## src/rtl/sync_filter_edge.sv

```systemverilog
// sync_filter_edge
//   Multi-channel input conditioner. Each raw asynchronous input passes
//   through a STAGES-deep synchronizer and then a glitch filter. The filter
//   accepts a new level only after it has been seen for FILT_CYCLES
//   consecutive clocks. Registered rise/fall pulses are produced on every
//   accepted change.
//
// Ports
//   i_clk   : clock, rising edge
//   i_rst_n : asynchronous active-low reset (synchronous deassertion)
//   i_d     : [WIDTH] raw asynchronous inputs
//   o_q     : [WIDTH] synchronized, filtered level
//   o_rise  : [WIDTH] one-cycle pulse on accepted 0->1
//   o_fall  : [WIDTH] one-cycle pulse on accepted 1->0
//   o_chg   : OR of all rise/fall pulses
module sync_filter_edge #(
  parameter int unsigned           WIDTH       = 4,
  parameter int unsigned           STAGES      = 2,
  parameter int unsigned           FILT_CYCLES = 4,
  parameter logic [WIDTH-1:0]      RST_VAL     = '0
) (
  input  logic             i_clk,
  input  logic             i_rst_n,
  input  logic [WIDTH-1:0] i_d,
  output logic [WIDTH-1:0] o_q,
  output logic [WIDTH-1:0] o_rise,
  output logic [WIDTH-1:0] o_fall,
  output logic             o_chg
);

  generate
    if (WIDTH < 1 || STAGES < 2 || FILT_CYCLES < 1) begin : g_bad_params
      $error("sync_filter_edge: illegal parameters (WIDTH>=1, STAGES>=2, FILT_CYCLES>=1)");
    end
  endgenerate

  localparam int unsigned      CNT_W   = (FILT_CYCLES > 1) ? $clog2(FILT_CYCLES) : 1;
  localparam logic [CNT_W-1:0] CNT_MAX = CNT_W'(FILT_CYCLES - 1);

  logic [WIDTH-1:0] sync_q [STAGES];
  logic [WIDTH-1:0] sync_d [STAGES];
  logic [CNT_W-1:0] cnt_q  [WIDTH];
  logic [CNT_W-1:0] cnt_d  [WIDTH];
  logic [WIDTH-1:0] level_q, level_d;
  logic [WIDTH-1:0] rise_q, rise_d;
  logic [WIDTH-1:0] fall_q, fall_d;
  logic [WIDTH-1:0] s;
  logic [WIDTH-1:0] accept;

  // Synchronizer chain: plain wiring between stages.
  always_comb begin
    sync_d[0] = i_d;
    for (int unsigned k = 1; k < STAGES; k++) begin
      sync_d[k] = sync_q[k-1];
    end
  end

  assign s = sync_q[STAGES-1];

  // Filter: a differing sample advances cnt; a matching sample clears it,
  // so any glitch back to the current level restarts the count from zero.
  always_comb begin
    level_d = level_q;
    accept  = '0;
    for (int unsigned i = 0; i < WIDTH; i++) begin
      cnt_d[i] = '0;
      if (s[i] != level_q[i]) begin
        if (cnt_q[i] == CNT_MAX) begin
          accept[i]  = 1'b1;
          level_d[i] = s[i];
        end else begin
          cnt_d[i] = cnt_q[i] + CNT_W'(1);
        end
      end
    end
    rise_d = accept & s;
    fall_d = accept & ~s;
  end

  always_ff @(posedge i_clk or negedge i_rst_n) begin
    if (!i_rst_n) begin
      for (int unsigned k = 0; k < STAGES; k++) begin
        sync_q[k] <= RST_VAL;
      end
      for (int unsigned i = 0; i < WIDTH; i++) begin
        cnt_q[i] <= '0;
      end
      level_q <= RST_VAL;
      rise_q  <= '0;
      fall_q  <= '0;
    end else begin
      for (int unsigned k = 0; k < STAGES; k++) begin
        sync_q[k] <= sync_d[k];
      end
      for (int unsigned i = 0; i < WIDTH; i++) begin
        cnt_q[i] <= cnt_d[i];
      end
      level_q <= level_d;
      rise_q  <= rise_d;
      fall_q  <= fall_d;
    end
  end

  assign o_q    = level_q;
  assign o_rise = rise_q;
  assign o_fall = fall_q;
  assign o_chg  = |(rise_q | fall_q);

endmodule

```

## config.mk

```make
export PLATFORM = sky130hd
export DESIGN_NAME = sync_filter_edge
export DESIGN_NICKNAME = d
export VERILOG_FILES = /design/src/rtl/sync_filter_edge.sv
export SDC_FILE = /design/constraint.sdc
export NUM_CORES = 1
export LEC_CHECK = 0
export ABC_AREA = 1
export CELL_PAD_IN_SITES_DETAIL_PLACEMENT = 0
export CELL_PAD_IN_SITES_GLOBAL_PLACEMENT = 1
export CORE_MARGIN = 10
export CORE_UTILIZATION = 34
export DETAILED_ROUTE_END_ITERATION = 10
export PLACE_DENSITY_LB_ADDON = 0.1
export SLEW_MARGIN = 5
export SYNTH_ARGS = -nofsm -noshare
export SYNTH_HDL_FRONTEND = slang
export SYNTH_SLANG_ARGS = --single-unit
```

## constraint.sdc

```tcl
create_clock -name i_clk -period 1 [get_ports i_clk]
set_input_delay 0.2 -clock i_clk [delete_from_list [all_inputs] [get_ports i_clk]]
set_output_delay 0.2 -clock i_clk [all_outputs]
set_load 0.005 [all_outputs]
```

==> results of run 1 <==
[stage by stage]
step	TNS [ps]	instance area, sq um
detailed placement	-1080	1341
finish	-1382	1416
global route	-2119	1416
CTS	-1726	1364
floorplan	0	1035
global placement	-999.1	1341
[cells in the mapped netlist]
master | n | area share (%)
a21oi_1 | 6 | 2.9
dfrtp_1 | 28 | 68
ha_1 | 4 | 4.8
inv_1 | 27 | 9.8
nand2_1 | 21 | 7.6
nor2_1 | 10 | 3.6
nor3_1 | 2 | 0.97
o21ai_0 | 4 | 1.9
or2_0 | 1 | 0.60
[flip-flops by register name, summed over array words and instances, names as in the netlist]
name,count
o_rise,4
s,4
o_q,4
o_fall,4
cnt_q,8
sync_d,4
[worst paths after layout]
check	slack, ps	endpoint	depth (start not counted)	start
setup / recovery	-320	o_chg	5	o_fall[0]$_DFF_PN0_
hold / removal	210	cnt_q[5]$_DFF_PN0_	2	i_rst_n
setup reg to reg	70	o_q[3]$_DFFE_PN0P_	4	cnt_q[0]$_DFF_PN0_
hold reg to reg	360	s[0]$_DFF_PN0_	0	sync_d[0]$_DFF_PN0_
max in group asynchronous	640	cnt_q[6]$_DFF_PN0_	2	i_rst_n
min in group i_clk	300	sync_d[1]$_DFF_PN0_	1	i_d[1]
[worst max-delay path, stage by stage, from the launching register on]
cell and delay, ps:
dfrtp_1 410, inv_1 50, nand2_1 50, nor2_2 120, nand2_1 50, buf_2 120
[per-layer routing]
layer	part of all wire [%]	track usage [%]	vias to the layer above
met5	0	0	-
met4	0.81	3.711	0
met3	8.5	3.154	2
met2	49	10.95	13
met1	42	7.204	340
li1	-	-	374
[layout make-up]
type / count / area (sq um)
repair buffers: 31 / 265.3
clock buffers: 4 / 36.28
multi-input cells: 48 / 271.5
inverters: 27 / 103.9
well taps: 31 / 38.79
fillers: 277 / 1413
flip-flops and latches: 28 / 700.7
[report_power, final]
part	switching, W	leakage, nW	total [W]	internal [W]
Sequential	0.000108	0.358	0.00147	0.00136
Combinational	0.000502	0.374	0.00101	0.000506
Clock	0.000313	0.0210	0.000535	0.000222
[what timing repair did]
item / in CTS / in global routing
setup buffers: 4 / 4
pin swaps: 2 / 4
endpoints found under the setup margin: 13 / 22
resized for setup: 59 / 19
endpoints found under the hold margin: 0 / 0
hold buffers: 0 / 0
[kinds of logic (layout without fill, tap and decap cells)]
group                      Yosys count  after routing
and+or+nand+nor                     34             34
DFF                                 28             28
adders and majority gates            4              4
buffers and inverters               27             62
AOI/OAI and AO/OA                   10             10
==> reports/metrics.cfg, run 1 <==
[power_and_ir_drop]
power.total_w=0.003014
p_leak_nw=0.7531
ir_drop_uv=1037
power_density_nw_per_um2=2128

[yosys]
ys_seq_area_share_pct=67.71
synth_top_family_by_area=simple AND/OR/NAND/NOR gates
synth_xor_area_share_pct=0
ys.warnings.count=0
synth_compound_area_share_pct=4.837
synth-seq-cells=28
postSynthAreaPerCell_sq_um=10.05
ys_types=9
synthAdderAreaFrac_pct=4.837
synthMuxAreaShare_pct=0
syn_inst=103
synthesis.nets=113
yosys.area_share.simple_pct=12.82
synth_area_sq_um=1035

[finish]
layout_common_cells=dfrtp_1, inv_1, nand2_1
fin_cells=169
nNetsFinal=149
n_antenna_cell=0
final_common_cell=dfrtp_1
drive_above_1_share_pct=33.33
fin_util_pct=50.07
area_growth_pct=36.88

[setup_path]
cp-end-kind=primary output
crit_arrival_ps=1120
startpoint_type=register
required_ps=800
crit_type=register to primary output
cp_max_fo=2

[status]
status=finished, violations left
violations=setup timing

[timing]
post-route-period-util_pct=131.7
hold_slack_ps=212.7
fin_ws_ps=-316.7
fmax_mhz=759.5
slew_viol_final=0
worst_pin_slew_ps=160.8
finalSetupViolCount=13
fin_crit_ps=1317
finalHoldViolations=0
rsz0062_at_grt=yes
skew_ps=1.788
slew_headroom_pct=89.17

[global_route]
antenna_found_initial=0
grt_pass1_vias=685
grt_max_degree=29
grt_first_pass_wirelength_microns=2960
grtUsageTotal_pct=6.764
grt-ovfl-total=0

[worst_hold_path]
hold_class=input pin to async pin

[floorplan]
die_h_microns=75.17
dieArea_sq_um=5650
chipWidth_microns=75.17
ios=19
rows=19
core-area_sq_um=2829
initial_core_util_pct=36.58

[placement]
port_buffers=18
place_ws_ps=-289.6
gp_congestion=0.7112
place_inst=162
detailed_place_hpwl_microns=1258

[route]
ant_nets=0
routed_wl_microns=1736
drtPass1Iterations=4
avgRoutedWirePerCell_microns=10.27
drc=0
vias_per_cell=4.314
drt_iter0_drc=25
num_vias=729

[cts]
cts_sinks=28
htree_levels=1
clockBufferDepth=2
cts_tree=yes
cts_root_buf=clkbuf_4
clk_pin_slew_ps=140
clock_latency_ps=320
cts_buffers=3

[job]
cap_violations=0

Note: power is estimated with default switching activity, not from simulation.
==> run 2, diff against run 1 <==
Settings changed: RECOVER_POWER from default to 100.
==> reports/metrics.cfg, run 2 (synthesized netlist as in run 1, its figures left out) <==
[floorplan]
core-area_sq_um=2829  ; unchanged
dieArea_sq_um=5650  ; unchanged
initial_core_util_pct=36.58  ; unchanged
chipWidth_microns=75.17  ; unchanged
die_h_microns=75.17  ; unchanged
ios=19  ; unchanged
rows=19  ; unchanged

[finish]
drive_above_1_share_pct=29.71  ; -3.6 points
layout_common_cells=dfrtp_1, inv_1, nand2_1
n_antenna_cell=0  ; unchanged
largest_register_ffs=8  ; unchanged
fill_cells=280  ; +1.1%
nNetsFinal=149  ; unchanged
fin_cells=169  ; unchanged
area_growth_pct=34.58
final_common_cell=dfrtp_1
largest-register=cnt_q

[cts]
cts_buffers=3  ; unchanged
clock_latency_ps=310  ; about the same
hold_buffers=0  ; unchanged
clockBufferDepth=2  ; unchanged
cts_sinks=28  ; unchanged
clk_pin_slew_ps=140  ; about the same
htree_levels=1  ; unchanged
cts_tree=yes
cts_root_buf=clkbuf_4

[status]
violations=setup timing
status=finished, violations left

[setup_path]
cp_max_fo=2  ; unchanged
cp-end-kind=primary output
crit_arrival_ps=1120  ; about the same
required_ps=800  ; about the same
timing.rr.start=cnt_q[6]$_DFF_PN0_
critPathLaunch=o_fall[0]$_DFF_PN0_
worstReg2RegEnd=cnt_q[6]$_DFF_PN0_
r2r_setup_slack_ps=40  ; -30 ps
startpoint_type=register
crit_type=register to primary output
reg2reg_depth=4  ; unchanged

[power_and_ir_drop]
power.total_w=0.002974  ; -1.3%
p_int_w=0.002069  ; -1.0%
p_seq_share_pct=49.3  ; +0.5 points
pwr-share-clk_pct=18.0  ; +0.2 points
p_leak_nw=0.7526  ; about the same
power_density_nw_per_um2=2136  ; +0.38%
power_switching_w=0.0009058  ; -1.9%
switching_share_pct=30.45  ; -0.19 points
p_comb_share_pct=32.7  ; -0.7 points
ir_drop_uv=1033  ; -0.37%

[global_route]
grt_pass1_vias=685  ; unchanged
grt_max_degree=29  ; unchanged
antenna_found_initial=0  ; unchanged
grt_first_pass_wirelength_microns=2960  ; unchanged
grtUsageTotal_pct=6.764  ; unchanged
grt-ovfl-total=0  ; unchanged

[route]
drt-met1-wl_microns=707  ; -2.9%
ant_nets=0  ; unchanged
routed_wl_microns=1721  ; -0.86%
avgRoutedWirePerCell_microns=10.18  ; -0.86%
drc=0  ; unchanged
met3_length_microns=147  ; -0.68%
drtPass1Iterations=4  ; unchanged
vias_per_cell=4.296  ; -0.41%
highest_layer=met4
num_vias=726  ; -0.41%
route.met2.wl_microns=851  ; +0.95%
drt_iter0_drc=27  ; +8.0%

[timing]
rsz0062_at_grt=yes
hold_slack_ps=352.8  ; +140.1 ps
slew_viol_final=0  ; unchanged
slew_headroom_pct=55.05  ; -34 points
post-route-period-util_pct=131.6  ; about the same
fin_tns_setup_ps=-1376  ; +6.440 ps
fin_crit_ps=1316  ; -0.5880 ps
worst_pin_slew_ps=674.3  ; +513.5 ps
fin_ws_ps=-316.1  ; +0.5880 ps
finalHoldViolations=0  ; unchanged
skew_ps=1.949  ; +0.1608 ps
finalSetupViolCount=13  ; unchanged
fmax_mhz=759.8  ; about the same

[placement]
detailed_place_hpwl_microns=1258  ; unchanged
place_inst=162  ; unchanged
port_buffers=18  ; unchanged
gp_congestion=0.7112  ; unchanged

[worst_hold_path]
hold_class=input pin to async pin

[job]
cap_violations=0  ; unchanged

==> run 2: changes by cell type in the layout (fill, tap and decap cells not counted) <==
cell | before | now
clkdlybuf4s50_1 | 5 | 1
dlygate4sd3_1 | 0 | 4
ha_1 | 1 | 3
ha_2 | 3 | 1
inv_1 | 23 | 25
inv_2 | 3 | 1
a21oi_1 | 3 | 4
a21oi_2 | 3 | 2
buf_12 | 1 | 0
buf_4 | 8 | 7
clkbuf_2 | 0 | 1
clkbuf_4 | 3 | 4
==> run 2: area by class of cell <==
class,count,area (sq um),area share [%]
Clock buffer,4,36.28,2.606
Inverter,27,103.9,7.457
Multi-Input combinational cell,48,262.8,18.87
Sequential cell,28,700.7,50.31
Tap cell,31,38.79,2.785
Timing Repair Buffer,31,250.2,17.97
==> run 2: critical path, stage by stage, from the launching register on <==
cell     delay [ps]
dfrtp_1         410
inv_1            50
nand2_1          50
nor2_2          120
nand2_1          50
buf_2           120
==> run 2: stage by stage <==
| stage | setup WS (ps) | utilization [%] | area (sq um) |
|---|---|---|---|
| 3_5_place_dp | -289.6 | 47.41 | 1341 |
| 5_1_grt | -403.4 | 49.23 | 1393 |
| 2_1_floorplan | 62.20 | - | 1035 |
| 4_1_cts | -350.7 | 48.21 | 1364 |
| 3_3_place_gp | -271.2 | 47.41 | 1341 |
| 6_report | -316.1 | 49.23 | 1393 |
==> run 2: worst max path at each step <==
stage	to	slack, ps	cells after the start
after global placement	o_chg	-270	5
after floorplan	cnt_q[0]$_DFF_PN0_	60	3
final	o_chg	-320	5
after CTS	o_chg	-350	5
after global routing	o_chg	-400	5
after detailed placement	o_chg	-290	5
==> run 2: power groups by stage <==
stage          Clock [W]  Sequential [W]  Combinational (W)
2_1_floorplan          0         0.00151           0.000431
3_3_place_gp           0         0.00148           0.000946
3_5_place_dp           0         0.00150           0.000957
4_1_cts         0.000572         0.00147           0.000902
5_1_grt         0.000606         0.00149            0.00116
6_report        0.000534         0.00147           0.000973
==> run 2: metal layers <==
| metal | global-route usage (%) | vias to the layer above |
|---|---|---|
| met5 | 0 | - |
| met4 | 3.711 | 0 |
| met3 | 3.154 | 2 |
| met2 | 10.95 | 11 |
| met1 | 7.204 | 339 |
| li1 | - | 374 |
==> run 2: what timing repair did <==
| item | CTS | global route |
|---|---|---|
| pin swaps | 2 | 4 |
| buffers inserted | 4 | 4 |
| gates resized for setup | 59 | 19 |
| endpoints found under the hold margin | 0 | 0 |
| setup endpoints to repair | 13 | 22 |
==> run 3, diff against run 2 <==
Settings changed: GPL_TIMING_DRIVEN from default to 0.
==> reports/metrics.cfg, run 3 (synthesized netlist as in run 1, its figures left out) <==
[cts]
clk_pin_slew_ps=150  ; about the same
clockBufferDepth=2  ; unchanged
cts_sinks=28  ; unchanged
clock_latency_ps=320  ; about the same
cts_buffers=3  ; unchanged
cts_tree=yes
cts_root_buf=clkbuf_4
htree_levels=1  ; unchanged

[route]
drt_iter0_drc=24  ; -11%
num_vias=691  ; -4.8%
routed_wl_microns=1681  ; -2.3%
avgRoutedWirePerCell_microns=10.19  ; about the same
drtPass1Iterations=4  ; unchanged
drc=0  ; unchanged
vias_per_cell=4.188  ; -2.5%
ant_nets=0  ; unchanged

[global_route]
grt_max_degree=29  ; unchanged
grt_pass1_vias=676  ; -1.3%
antenna_found_initial=0  ; unchanged
grt-ovfl-total=0  ; unchanged
grtUsageTotal_pct=6.596  ; -0.17 points
grt_first_pass_wirelength_microns=2835  ; -4.2%

[timing]
post-route-period-util_pct=131.8  ; +0.22 points
worst_pin_slew_ps=660.8  ; -13.49 ps
fin_crit_ps=1318  ; +2.236 ps
fin_ws_ps=-318.3  ; -2.236 ps
slew_headroom_pct=55.95  ; +0.90 points
skew_ps=11.70  ; +9.754 ps
finalHoldViolations=0  ; unchanged
rsz0062_at_grt=yes
finalSetupViolCount=13  ; unchanged
fmax_mhz=758.5  ; -0.17%
slew_viol_final=0  ; unchanged

[setup_path]
path_common_cell=nand2_1
timing.critical_path.cells=inv_1 -> nand2_1 -> nor2_2 -> nand2_1 -> buf_2
cpPeakStageDelay_ps=400  ; about the same
required_ps=800  ; about the same
cp_max_fo=2  ; unchanged
cp-end-kind=primary output
crit_family=flip-flops
crit_arrival_ps=1120  ; about the same
cp_num_buf_inv=2  ; unchanged
slowest_stage=dfrtp_1
startpoint_type=register
crit_type=register to primary output

[floorplan]
core-area_sq_um=2829  ; unchanged
chipWidth_microns=75.17  ; unchanged
ios=19  ; unchanged
initial_core_util_pct=36.58  ; unchanged
die_h_microns=75.17  ; unchanged
rows=19  ; unchanged
dieArea_sq_um=5650  ; unchanged

[status]
status=finished, violations left
violations=setup timing

[finish]
area_growth_pct=28.29
n_antenna_cell=0  ; unchanged
stdcell_area_sq_um=1328  ; -4.7%
largest-register=cnt_q
fin_cells=165  ; -2.4%
final_common_cell=dfrtp_1
largest_register_ffs=8  ; unchanged
drive_above_1_share_pct=18.66  ; -11 points
layout_common_cells=dfrtp_1, inv_1, nand2_1
fin_util_pct=46.93  ; -2.3 points
fill_cells=276  ; -1.4%
nNetsFinal=145  ; -2.7%

[job]
cap_violations=0  ; unchanged

[power_and_ir_drop]
switching_share_pct=28.38  ; -2.1 points
p_comb_share_pct=26.9  ; -5.8 points
power_switching_w=0.0008482  ; -6.4%
p_seq_share_pct=49.0  ; -0.3 points
p_leak_nw=0.7295  ; -3.1%
power_density_nw_per_um2=2251  ; +5.4%
pwr-share-clk_pct=24.1  ; +6.1 points
ir_drop_uv=1069  ; +3.5%
p_int_w=0.002141  ; +3.5%
power.total_w=0.002989  ; +0.48%

[placement]
place_area_sq_um=1254  ; -6.5%
place_inst=152  ; -6.2%
gp_congestion=0.7533  ; +5.9%
port_buffers=18  ; unchanged
detailed_place_hpwl_microns=1246  ; -0.96%

[worst_hold_path]
hold_class=register to register

run 3: cell types whose count changed in the layout (fill, tap and decap cells not counted), sizes merged:
cell           previous run  this run
buf                      24        18
dlygate4sd3               4         5
clkdlybuf4s50             1         0
bufinv                    0         1
clkbuf                    6         7
run 3: power groups by stage:
stage	registers (W)	clock network, W	logic (W)
final	0.00146	0.000719	0.000805
after global placement	0.00151	0	0.000788
after detailed placement	0.00152	0	0.000810
after global routing	0.00150	0.000795	0.000971
after CTS	0.00147	0.000749	0.000854
after floorplan	0.00151	0	0.000431
run 3: path summary, 6_finish.rpt:
kind | to | cells past startpoint | startpoint | slack, ps
worst max-delay path | o_chg | 5 | o_fall[1]$_DFF_PN0_ | -320
worst min-delay path | s[1]$_DFF_PN0_ | 0 | sync_d[1]$_DFF_PN0_ | 370
worst max register to register | cnt_q[0]$_DFF_PN0_ | 3 | cnt_q[0]$_DFF_PN0_ | 10
worst min register to register | s[1]$_DFF_PN0_ | 0 | sync_d[1]$_DFF_PN0_ | 370
max in group asynchronous | o_q[2]$_DFFE_PN0P_ | 2 | i_rst_n | 140
min in group asynchronous | sync_d[1]$_DFF_PN0_ | 2 | i_rst_n | 420
run 3: worst register-to-register path: stages (launching register included):
cell     delay (ps)
dfrtp_1         410
ha_1            210
or2_0           220
nor2_1          100
run 3: timing repair:
action / CTS / global route
endpoints found under the setup margin: 42 / 17
hold buffers: 0 / 1
hold endpoints to repair: 0 / 28
gates cloned: 0 / 0
pin swaps: 3 / 1
buffers inserted: 7 / 3
gates resized for setup: 59 / 7
run 3: per-layer routing:
| metal | up-vias | GRT usage, % | part of all wire, % |
|---|---|---|---|
| li1 | 362 | - | - |
| met1 | 316 | 6.953 | 43 |
| met2 | 11 | 10.95 | 50 |
| met3 | 2 | 2.365 | 6.4 |
| met4 | 0 | 4.330 | 0.83 |
| met5 | - | 0 | 0 |
run 3: through the flow:
stage / setup TNS (ps) / hold WS, ps / setup WS [ps]
after floorplan: 0 / -95.59 / 62.20
after global placement: -20820 / 332.2 / -714.8
after detailed placement: -20460 / 335.8 / -700.2
after CTS: -1549 / 225.5 / -342.8
after global routing: -2051 / 376.9 / -425.6
final: -1178 / 366.1 / -318.3
run 3: area by class of cell:
| cell class | instances | area [sq um] | area share (%) |
|---|---|---|---|
| clock buffers | 3 | 22.52 | 1.697 |
| multi-input cells | 48 | 235.2 | 17.72 |
| repair buffers | 27 | 198.9 | 14.99 |
| inverters | 27 | 101.3 | 7.634 |
| well taps | 31 | 38.79 | 2.922 |
| flip-flops and latches | 28 | 700.7 | 52.78 |
| clock inverters | 1 | 30.03 | 2.262 |
